**config.mk**
```make
export PLATFORM = sky130hd
export DESIGN_NAME = branch_target_buffer
export DESIGN_NICKNAME = d
export VERILOG_FILES = /design/src/rtl/branch_target_buffer.sv
export SDC_FILE = /design/constraint.sdc
export NUM_CORES = 1
export LEC_CHECK = 0
export CORE_MARGIN = 4
export CORE_UTILIZATION = 59
export CTS_CLUSTER_DIAMETER = 60
export DETAILED_ROUTE_END_ITERATION = 8
export PLACE_DENSITY = 0.76
export SETUP_SLACK_MARGIN = 0.2
export SLEW_MARGIN = 5
export SYNTH_ARGS = -nofsm -noshare
export SYNTH_HDL_FRONTEND = slang
export SYNTH_SLANG_ARGS = --single-unit
```
**constraint.sdc**
```tcl
create_clock -name clk -period 6.5 [get_ports clk]
set_clock_uncertainty 0.05 [all_clocks]
set_input_delay 1.3 -clock clk [delete_from_list [all_inputs] [get_ports clk]]
set_output_delay 1.3 -clock clk [all_outputs]
set_load 0.1 [all_outputs]
```
**src/rtl/branch_target_buffer.sv**
```systemverilog
// Fully-associative branch target buffer with 2-bit saturating direction counters,
// round-robin allocation on taken misses, and resolved-branch / correct-prediction counters.
module branch_target_buffer #(
   parameter int unsigned ENTRIES = 8,
   parameter int unsigned CNT_W   = 16
) (
   input  logic             clk,
   input  logic             RST,
   input  logic [31:0]      pc_f,
   output logic             pred_taken,
   output logic [31:0]      pred_target,
   input  logic             upd_en,
   input  logic [31:0]      upd_pc,
   input  logic             upd_taken,
   input  logic [31:0]      upd_target,
   input  logic             upd_pred_taken,
   output logic [CNT_W-1:0] br_cnt,
   output logic [CNT_W-1:0] hit_cnt
);

   localparam int unsigned IDX_W = (ENTRIES > 1) ? $clog2(ENTRIES) : 1;

   logic [ENTRIES-1:0] valid;
   logic [29:0]        tag    [ENTRIES];
   logic [31:0]        target [ENTRIES];
   logic [1:0]         ctr    [ENTRIES];
   logic [IDX_W-1:0]   ptr;

   logic [ENTRIES-1:0] look_match;
   logic [ENTRIES-1:0] upd_match;
   logic [IDX_W-1:0]   look_idx;
   logic [IDX_W-1:0]   upd_idx;
   logic               look_hit;
   logic               upd_hit;

   // Tags are unique, so OR-ing the indices of matching entries yields the single match.
   always_comb begin
      look_match = '0;
      upd_match  = '0;
      look_idx   = '0;
      upd_idx    = '0;
      for (int unsigned i = 0; i < ENTRIES; i++) begin
         look_match[i] = valid[i] && (tag[i] == pc_f[31:2]);
         upd_match[i]  = valid[i] && (tag[i] == upd_pc[31:2]);
         if (look_match[i]) look_idx = look_idx | IDX_W'(i);
         if (upd_match[i])  upd_idx  = upd_idx  | IDX_W'(i);
      end
      look_hit = |look_match;
      upd_hit  = |upd_match;
   end

   always_comb begin
      pred_taken  = look_hit && ctr[look_idx][1];
      pred_target = pred_taken ? target[look_idx] : '0;
   end

   always_ff @(posedge clk) begin
      if (RST) begin
         valid   <= '0;
         ptr     <= '0;
         br_cnt  <= '0;
         hit_cnt <= '0;
         for (int unsigned i = 0; i < ENTRIES; i++) begin
            ctr[i] <= 2'b00;
         end
      end else if (upd_en) begin
         br_cnt <= br_cnt + 1'b1;
         if (upd_taken == upd_pred_taken) begin
            hit_cnt <= hit_cnt + 1'b1;
         end
         if (upd_hit) begin
            if (upd_taken) begin
               target[upd_idx] <= upd_target;
               if (ctr[upd_idx] != 2'b11) ctr[upd_idx] <= ctr[upd_idx] + 2'b01;
            end else begin
               if (ctr[upd_idx] != 2'b00) ctr[upd_idx] <= ctr[upd_idx] - 2'b01;
            end
         end else if (upd_taken) begin
            valid[ptr]  <= 1'b1;
            tag[ptr]    <= upd_pc[31:2];
            target[ptr] <= upd_target;
            ctr[ptr]    <= 2'b10;
            ptr         <= (ptr == IDX_W'(ENTRIES - 1)) ? '0 : ptr + 1'b1;
         end
      end
   end

endmodule

```
==> impl_metrics.yaml <==
setup_path:
  cp.arrival_ns: 4.91
  path_cells: "clkdlybuf4s50_1, buf_12, xnor2_1, nand2_1, or3b_2, nor4_2, buf_4, nor2_1, nand3_4, mux4_2, a31oi_4, buf_12, nor2_1, buf_4, buf_12"
  startpoint_type: "primary input"
  cp_max_fo: 33
  slowest_stage: "mux4_2"
  critical_path_buf_inv_count: 6
  crit_type: "in2out"
  crit_path_end_kind: "output port"
  worstPathRequired_ns: 5.15
  slowest_delay_ns: 0.57
  critical_path.top_delay_family: "buffers and inverters"
  cp_common_cell: "buf_12"
place:
  dp_slack_ns: -0.00674
  placed_area_mm2: 0.0309
  port_buffers: 161
  hpwl_mm: 56.9
  place_congestion: 1.02
hold_path:
  hp-class: "reg2reg"
floorplan:
  io_pins: 166
  num_rows: 78
  die_x_um: 223
  initial_utilization: 0.599
  fp.coreArea_mm2: 0.0455
  die_y_um: 223
  fp.dieArea_mm2: 0.0496
sta:
  setup_slack_ns: 0.241
  hold_viol_final: 0
  min_period_ns: 6.26
  worst_pin_slew_ns: 1.04
  finalCritPeriodShare: 0.963
  relSlewSlack: 0.305
  holdWs_ns: 0.464
  drv_slew: 0
  max_freq_ghz: 0.160
  finalSetupViolations: 0
  rsz0062_at_grt: "true"
layout:
  antenna_cells: 0
  drive_above_1_share: 0.184
  mostFrequentLayoutCell: "edfxtp_1"
  fin_nets: 2431
  final_cell_mix: "edfxtp_1 (512), xnor2_1 (380), nand4_1 (178)"
  syn_to_final_growth_pct: 21.2
  fin_area_mm2: 0.0330
logic_synthesis:
  ys_seq_area_frac: 0.596
  synth_edf_count: 512
  syn_inst: 2046
  async_flop_share: 0
  syn_nets: 2151
  synth_area_mm2: 0.0272
  ys_warn_count: 0
  ys_ff_latch: 555
  yosys_most_used_dff: "edfxtp_1"
  synth.avg_cell_area_um2: 13.3
  synthDistinctLibCells: 56
pwr:
  power.internal_w: 0.00604
  p_sw_frac: 0.229
  total_power_w: 0.00784
  seqPwrFrac: 0.502
  peakVddDrop_mv: 0.282
  clock_power_share: 0.417
  p_leak_nw: 10.6
  power.switching_w: 0.00180
  power_density_mw_per_mm2: 238
  combPwrFrac: 0.081
drt:
  via_per_inst: 6.30
  ant_nets: 0
  drtIter0Drc: 1936
  via_count: 18700
  drc: 0
  post_drt_wl_per_cell_um: 27.7
  dr.pass1.iters: 6
  wl_mm: 82.1
clock_tree:
  cts_buffer_depth: 3
  clkLatencyLatePin_ns: 0.63
  cts_buffers: 57
  clockRootBuffer: "clkbuf_16"
  cts_hold_buf: 0
  clkSinkCount: 555
  clkTransAtPathRegs_ns: 0.06
  cts_tree: "done"
  htree_levels: 2
global_route:
  grt-ovfl-total: 0
  grt_pass1_vias: 18600
  grt_max_degree: 37
  grt_usage: 0.322
  grt_first_pass_wirelength_mm: 119
  antenna_found_initial: 0
job:
  drv_cap: 0
outcome:
  status: "complete, no violations"
## sequential cells by signal (all words and copies together), names as in the netlist
name	count
tag	240
ctr	16
br_cnt	16
target	256
hit_cnt	16
ptr	3
valid	8
## tightest hold or removal path: cells and delay by family, from the launching register on
| family | cells | cell delay [ns] |
|---|---|---|
| AOI/OAI and AO/OA | 2 | 0.14 |
| DFF | 1 | 0.33 |
## logic make-up after synthesis
family,after synthesis,share of synthesized area
buffers and inverters,119,0.0300
multiplexers,145,0.0569
adder cells (fa/ha/maj),4,0.00184
XOR/XNOR,503,0.164
flip-flops,555,0.596
AO/OA/AOI/OAI,148,0.0393
AND/OR/NAND/NOR,572,0.112
## power by group through the flow
stage / sequential, W / combinational [W] / clock (W)
global route: 0.00394 / 0.000657 / 0.00346
floorplan: 0.00403 / 0.000302 / 0
global placement: 0.00401 / 0.000610 / 0
detailed placement: 0.00401 / 0.000614 / 0
finish: 0.00394 / 0.000635 / 0.00327
CTS: 0.00394 / 0.000618 / 0.00330
## final timing paths
path                            slack [ns]       start         endpoint  cells after the start
worst min register to register        0.46  hit_cnt[5]       hit_cnt[5]                      2
worst max register to register        2.30   tag[7][7]        ctr[6][0]                      9
worst max-delay path                  0.24    pc_f[13]  pred_target[22]                     15
worst min-delay path                  0.46  hit_cnt[5]       hit_cnt[5]                      2
## per-stage QoR
step	std cells	TNS, ns	util
floorplan	2046	0	-
global placement	2862	0	0.679
detailed placement	2862	-0.00674	0.679
CTS	2965	0	0.721
global route	2969	0	0.725
finish	2969	0	0.725
## layer usage
layer,GRT usage,part of all wire,routed length (µm)
met1,0.420,0.39,32000
met2,0.517,0.47,38700
met3,0.0665,0.083,6820
met4,0.157,0.056,4620
met5,0,0,0
## Yosys cell counts, types with 30 or more instances
master	number	share of area
edfxtp_1	512	0.56
xnor2_1	389	0.13
nand4_1	178	0.041
nor2_1	163	0.022
xor2_1	107	0.034
nor4_1	83	0.019
a21oi_1	79	0.015
mux2i_1	77	0.028
mux2_2	66	0.027
nand2_1	55	0.0076
dfxtp_1	43	0.032
nand3_1	34	0.0063
buf_4	33	0.0091
buf_2	30	0.0055
## repair_timing
item	4_1_cts	5_1_grt
resized for setup	12	27
setup buffers	1	1
gates cloned	0	3
endpoints found under the setup margin	33	33
pin swaps	1	4
## area by class of cell
class | count | area [µm²]
repair buffers | 332 | 3690
clock buffers | 74 | 1550
flip-flops and latches | 555 | 16200
multi-input cells | 1372 | 10400
well taps | 600 | 751
inverters | 8 | 30.0
clock inverters | 28 | 294
fillers | 3116 | 12500
No activity file was read; power rests on OpenSTA's default activity.
==> edit 1 (same flow settings) <==
Register the inputs `pc_f`, `upd_en`, `upd_pc`, `upd_taken`, `upd_target` and `upd_pred_taken` before use, without a reset. The logic sees them one clock later.
--- a/src/rtl/branch_target_buffer.sv
+++ b/src/rtl/branch_target_buffer.sv
@@ -22,2 +22,18 @@
 
+   logic [31:0] pc_f_q;
+   logic upd_en_q;
+   logic [31:0] upd_pc_q;
+   logic upd_taken_q;
+   logic [31:0] upd_target_q;
+   logic upd_pred_taken_q;
+
+   always_ff @(posedge clk) begin
+      pc_f_q           <= pc_f;
+      upd_en_q         <= upd_en;
+      upd_pc_q         <= upd_pc;
+      upd_taken_q      <= upd_taken;
+      upd_target_q     <= upd_target;
+      upd_pred_taken_q <= upd_pred_taken;
+   end
+
    logic [ENTRIES-1:0] valid;
@@ -42,4 +58,4 @@
       for (int unsigned i = 0; i < ENTRIES; i++) begin
-         look_match[i] = valid[i] && (tag[i] == pc_f[31:2]);
-         upd_match[i]  = valid[i] && (tag[i] == upd_pc[31:2]);
+         look_match[i] = valid[i] && (tag[i] == pc_f_q[31:2]);
+         upd_match[i]  = valid[i] && (tag[i] == upd_pc_q[31:2]);
          if (look_match[i]) look_idx = look_idx | IDX_W'(i);
@@ -65,5 +81,5 @@
          end
-      end else if (upd_en) begin
+      end else if (upd_en_q) begin
          br_cnt <= br_cnt + 1'b1;
-         if (upd_taken == upd_pred_taken) begin
+         if (upd_taken_q == upd_pred_taken_q) begin
             hit_cnt <= hit_cnt + 1'b1;
@@ -71,4 +87,4 @@
          if (upd_hit) begin
-            if (upd_taken) begin
-               target[upd_idx] <= upd_target;
+            if (upd_taken_q) begin
+               target[upd_idx] <= upd_target_q;
                if (ctr[upd_idx] != 2'b11) ctr[upd_idx] <= ctr[upd_idx] + 2'b01;
@@ -77,6 +93,6 @@
             end
-         end else if (upd_taken) begin
+         end else if (upd_taken_q) begin
             valid[ptr]  <= 1'b1;
-            tag[ptr]    <= upd_pc[31:2];
-            target[ptr] <= upd_target;
+            tag[ptr]    <= upd_pc_q[31:2];
+            target[ptr] <= upd_target_q;
             ctr[ptr]    <= 2'b10;
Check against the original RTL: not equivalent (a bounded check fails within 4 cycles, from zero or initial values and one cycle with RST high).
==> edit 1 against the unedited design <==
  * Wire length grew 0.17%
  * Clock power grew 22%
  * Via count grew 0.71%
  * Area after synthesis grew 7.4%
  * Cell count grew 3.8%
  * Largest cell class unchanged
  * Total power grew 17%
  * Cell area grew 3.4%
  * First-iteration DRC count shrank 4.0%
  * Sequential cell count grew 95
  * Core utilization shrank 2.8 points
  * Worst setup slack gained 0.20 ns
  * Sequential share of layout area grew 4.0 points
==> edit 1: results (changes against the unedited design) <==
Critical Path AT: 4.71 ns (-0.20 ns)
DRT Pass-1 Iters: 5 (-1)
DR vias/cell: 6.11 (-3.0%)
Initial DRC Count: 1,859 (-4.0%)
Yosys Warn Count: 0 (unchanged)
WS Path Type: register to output port
most common cell in the netlist: edfxtp_1
share of layout cells above drive strength 1: 0.159 (-0.0253)
post-place setup slack: 0.937 ns (+0.944 ns)
R2R Path Start: upd_pc_q[15]
crit path max fanout: 56 (+70%)
synth top area cells: edfxtp_1 53%, xnor2_1 12%, dfxtp_1 9.4%
post-synth cell types: 71 (+27%)
clock slew at the register clock pins of the worst setup and hold paths: 0.06 ns (about the same)
worst min path class: register to register
NumNets Final: 2,466 (+1.4%)
Total GRT Usage: 0.305 (-0.0166)
Slew Limit Fails: 0 (unchanged)
DP HPWL: 55,100 microns (-3.1%)
Largest regs: target (256), tag (240), upd_target_q (32)
first-pass GRT wire length: 119,000 microns (+0.57%)
Peak supply drop: 0.262 mV (-7.0%)
asr flop ratio synth: 0 (unchanged)
Clock Latency Late Sink: 0.62 ns
vias in the first global route: 18,600 (+0.27%)
Synth top cells by count: 512 x edfxtp_1, 393 x xnor2_1, 159 x nand4_1
CTS Buf Count: 70 (+23%)
hold wc startpoint: hit_cnt[11]
leak pwr: 10.9 nW (+3.3%)
number of antenna violations at the first check in global routing: 1 (+1)
number of flops mapped to enable cells by yosys: 512 (unchanged)
largest net degree at the start of global routing: 75 (+100%)
Setup Buffers After CTS: 0 (-1)
Clock Tree Root: clkbuf_16
placed cell count: 2,953 (+3.2%)
CTS max path bufs: 3 (unchanged)
Synthesized Nets: 2,247 (+4.5%)
Port Buffers: 161 (unchanged)
post_cts resized: 0 (-12)
H-tree depth: 3 (+1)
filler instances: 3,406 (+9.3%)
final hold vios: 0 (unchanged)
status: completed
DR WL/cell: 26.7 microns (-3.5%)
Max-slew headroom: 0.189 (-0.116)
die extent in x: 231 microns (+3.5%)
Placer Congestion: 1.06 (+3.6%)
sequential share of the synthesized area: 0.620 (+0.0239)
placed cell area: 31,800 sq um (+2.9%)
CP startpoint: pc_f_q[15]
Mapped Cells: 2,142 (+4.7%)
Total Wirelength: 82,300 microns (+0.17%)
## edit 1: path summary, 6_finish.rpt
| path | to | slack, ns | cells after the start |
|---|---|---|---|
| min | hit_cnt[11] | 0.47 | 2 |
| max | pred_target[0] | 0.44 | 13 |
| min reg2reg | hit_cnt[11] | 0.47 | 2 |
| max reg2reg | target[4][23] | 1.55 | 14 |
## edit 1: power by group
group	internal, mW	total [mW]	switching [mW]
clock	2.38	3.99	1.62
sequential	4.54	4.66	0.125
combinational	0.216	0.500	0.284
total	7.13	9.16	2.03
## edit 1: area by class of cell
type | count | area, sq um | share of cell area
timing repair buffer | 264 | 2380 | 0.0697
tap | 664 | 831 | 0.0244
clock inverter | 28 | 293 | 0.00858
sequential | 650 | 18100 | 0.532
inverter | 7 | 26.3 | 0.000770
multi-input combinational | 1368 | 10400 | 0.305
clock buffer | 102 | 2030 | 0.0595
## edit 1: layer usage
| metal | routed length (microns) | track usage |
|---|---|---|
| met5 | 0 | 0 |
| met1 | 32300 | 0.401 |
| met2 | 38800 | 0.493 |
| met3 | 6410 | 0.0538 |
| met4 | 4740 | 0.154 |
## edit 1: logic make-up (layout without fill, tap and decap cells)
group	Yosys count	count (layout)	share of synthesized area
buffers and inverters	124	401	0.0274
AO/OA/AOI/OAI	145	145	0.0335
AND/OR/NAND/NOR	562	562	0.109
multiplexers	146	146	0.0528
adder cells (fa/ha/maj)	4	4	0.00171
flip-flops	650	650	0.620
XOR/XNOR	511	511	0.155
## edit 1: worst max-delay path, stage by stage, from the launching register on
cell and delay, ns:
dfxtp_1 0.71, buf_4 0.35, xnor2_1 0.15, nand4_1 0.13, or4_1 0.56, nor4_1 0.28
buf_4 0.20, or4b_4 0.20, buf_4 0.52, nor2_1 0.13, a211oi_1 0.28, a21oi_1 0.07
nor2_1 0.17, buf_4 0.32
==> edit 2 (same settings) <==
Without the edit above. `CNT_W`: 16 -> 32.
--- a/src/rtl/branch_target_buffer.sv
+++ b/src/rtl/branch_target_buffer.sv
@@ -4,3 +4,3 @@
    parameter int unsigned ENTRIES = 8,
-   parameter int unsigned CNT_W   = 16
+   parameter int unsigned CNT_W   = 32
 ) (
Ports: changed (resized br_cnt and hit_cnt); port bits go from 166 to 198. The function was not compared with the original's and may differ.
==> edit 2 against the unedited design <==
  * Total power up 2.6%
  * Largest cell class unchanged
  * Critical path type unchanged
  * Wire length grew 7.1%
  * Worst setup slack got worse by 0.0036 ns
  * Non-clock buffer count up 49
  * Critical path depth is 1 higher
  * Area after synthesis is 6.2% higher
  * Cell count grew 9.0%
  * Cell area increased by 6.8%
  * Count of clock-buffer cells in the layout increased by 6
  * Sequential cell count grew 32
  * Register-to-register slack improved by 0.17 ns
  * First-iteration DRC count rose by 11%
  * Highest routed layer unchanged
==> edit 2: results (changes against the unedited design) <==
status: completed
Yosys Warn Count: 0 (unchanged)
CP max-delay cell: or4_4
first-pass GRT wire length: 127,000 microns (+7.2%)
clock slew at the register clock pins of the worst setup and hold paths: 0.06 ns (about the same)
H-tree depth: 2 (unchanged)
Critical Path Stages: 16 (+1)
WHS Path Cells: 2 (unchanged)
max reg flops: 256 (unchanged)
Post-synth top flop: edfxtp_1
largest net degree at the start of global routing: 70 (+89%)
post-place setup slack: -0.104 ns (-0.0968 ns)
Clock Latency Late Sink: 0.64 ns
leak pwr: 11.2 nW (+6.4%)
CTS Buf Count: 60 (+5.3%)
share of layout cells above drive strength 1: 0.173 (-0.0107)
Via Count: 20,200 (+8.1%)
number of flops mapped to enable cells by yosys: 512 (unchanged)
hold wc startpoint: br_cnt[31]
Peak supply drop: 0.207 mV (-27%)
worst min path class: register to register
Placer Congestion: 1.02 (-0.19%)
R2R Path Start: tag[5][0]
number of antenna violations at the first check in global routing: 0 (unchanged)
DR WL/cell: 27.2 microns (-1.7%)
sequential share of the synthesized area: 0.584 (-0.0129)
NumNets Final: 2,675 (+10%)
Synth top cells by count: 512 x edfxtp_1, 402 x xnor2_1, 197 x nand4_1
Critical Path AT: 4.91 ns (about the same)
FF-to-FF setup slack: 2.47 ns (+0.17 ns)
post-synth cell types: 74 (+32%)
Synthesized Nets: 2,346 (+9.1%)
max incr delay on CP: 0.56 ns
DRT Pass-1 Iters: 5 (-1)
Reg2Reg Depth: 11 (+2)
crit path max fanout: 9 (-73%)
synth top area cells: edfxtp_1 53%, xnor2_1 12%, dfxtp_1 5.2%
Worst Hold Slack: 0.450 ns (-0.0136 ns)
endpoint of the worst register-to-register path: target[3][23]
DP HPWL: 61,800 microns (+8.6%)
delay-heaviest family, CP: buffers and inverters
Port Buffers: 193 (+20%)
Hold Path End: br_cnt[31]
asr flop ratio synth: 0 (unchanged)
Initial DRC Count: 2,158 (+11%)
CTS max path bufs: 3 (unchanged)
Max-slew headroom: 0.261 (-0.0435)
Clock Tree Root: clkbuf_16
Largest regs: target (256), tag (240)
Total GRT Usage: 0.325 (+0.00285)
-- edit 2: changes by cell type after synthesis, moves of 33 or more --
cell / unedited run / this run
and2_1: 3 / 37
o211ai_1: 1 / 34
nor2_1: 163 / 112
nand2_1: 55 / 135
a21oi_1: 79 / 11
o21ai_0: 9 / 53
-- edit 2: through the flow --
| stage | utilization | cell area (sq um) | std cells | power, mW |
|---|---|---|---|---|
| after global placement | 0.684 | 32900 | 3109 | 4.83 |
| after CTS | 0.725 | 34800 | 3223 | 8.05 |
| after detailed placement | 0.684 | 32900 | 3109 | 4.84 |
| final | 0.733 | 35200 | 3235 | 8.04 |
| after floorplan | - | 28900 | 2241 | 4.54 |
| after global routing | 0.733 | 35200 | 3234 | 8.28 |
-- edit 2: worst max path at each step --
stage / start / end / slack [ns]
2_1_floorplan: pc_f[24] / pred_target[22] / 0.85
3_3_place_gp: pc_f[26] / pred_target[4] / -0.02
3_5_place_dp: pc_f[26] / pred_target[4] / -0.10
4_1_cts: pc_f[3] / pred_target[4] / 0.21
5_1_grt: pc_f[6] / pred_target[14] / 0.15
6_report: pc_f[23] / pred_target[6] / 0.24
-- edit 2: kinds of logic (layout without fill, tap and decap cells) --
kind of cell,count (synthesis),after routing,share of synthesized area
xor+xnor,532,532,0.165
simple gates,679,680,0.128
buf+inv,126,503,0.0305
compound gates,164,164,0.0368
other cells,0,1,0
flops,587,587,0.584
mux,149,149,0.0546
fa+ha+maj,4,4,0.00173
-- edit 2: routing by layer --
metal / global-route usage / part of all wire / up-vias
li1: - / - / 8959
met1: 0.428 / 0.38 / 9906
met2: 0.514 / 0.47 / 1122
met3: 0.0849 / 0.10 / 219
met4: 0.136 / 0.046 / 0
met5: 0 / 0 / -
-- edit 2: what timing repair did --
| item | CTS | global route |
|---|---|---|
| gates resized for setup | 15 | 48 |
| gates cloned | 2 | 3 |
| endpoints found under the setup margin | 33 | 33 |
| pin swaps | 1 | 9 |
| hold buffers | 0 | 0 |
| setup buffers | 1 | 8 |
-- edit 2: tightest hold or removal path: stages, from the launching register on --
cell and delay, ns:
dfxtp_1 0.31, o21ai_0 0.08, a21oi_1 0.06
-- edit 2: layout make-up --
class,instances,area (sq um)
diodes,1,2.50
clock buffers,80,1610
clock inverters,31,229
fillers,3278,12800
inverters,11,41.3
multi-input cells,1529,11500
flip-flops and latches,587,16900
well taps,615,769
repair buffers,381,4210
-- edit 2: power breakdown --
| part | switching, mW | leakage, nW | internal, mW |
|---|---|---|---|
| Sequential | 0.0152 | 5.23 | 4.12 |
| Clock | 1.44 | 0.900 | 1.81 |
| Combinational | 0.408 | 5.11 | 0.250 |
| Total | 1.86 | 11.2 | 6.18 |
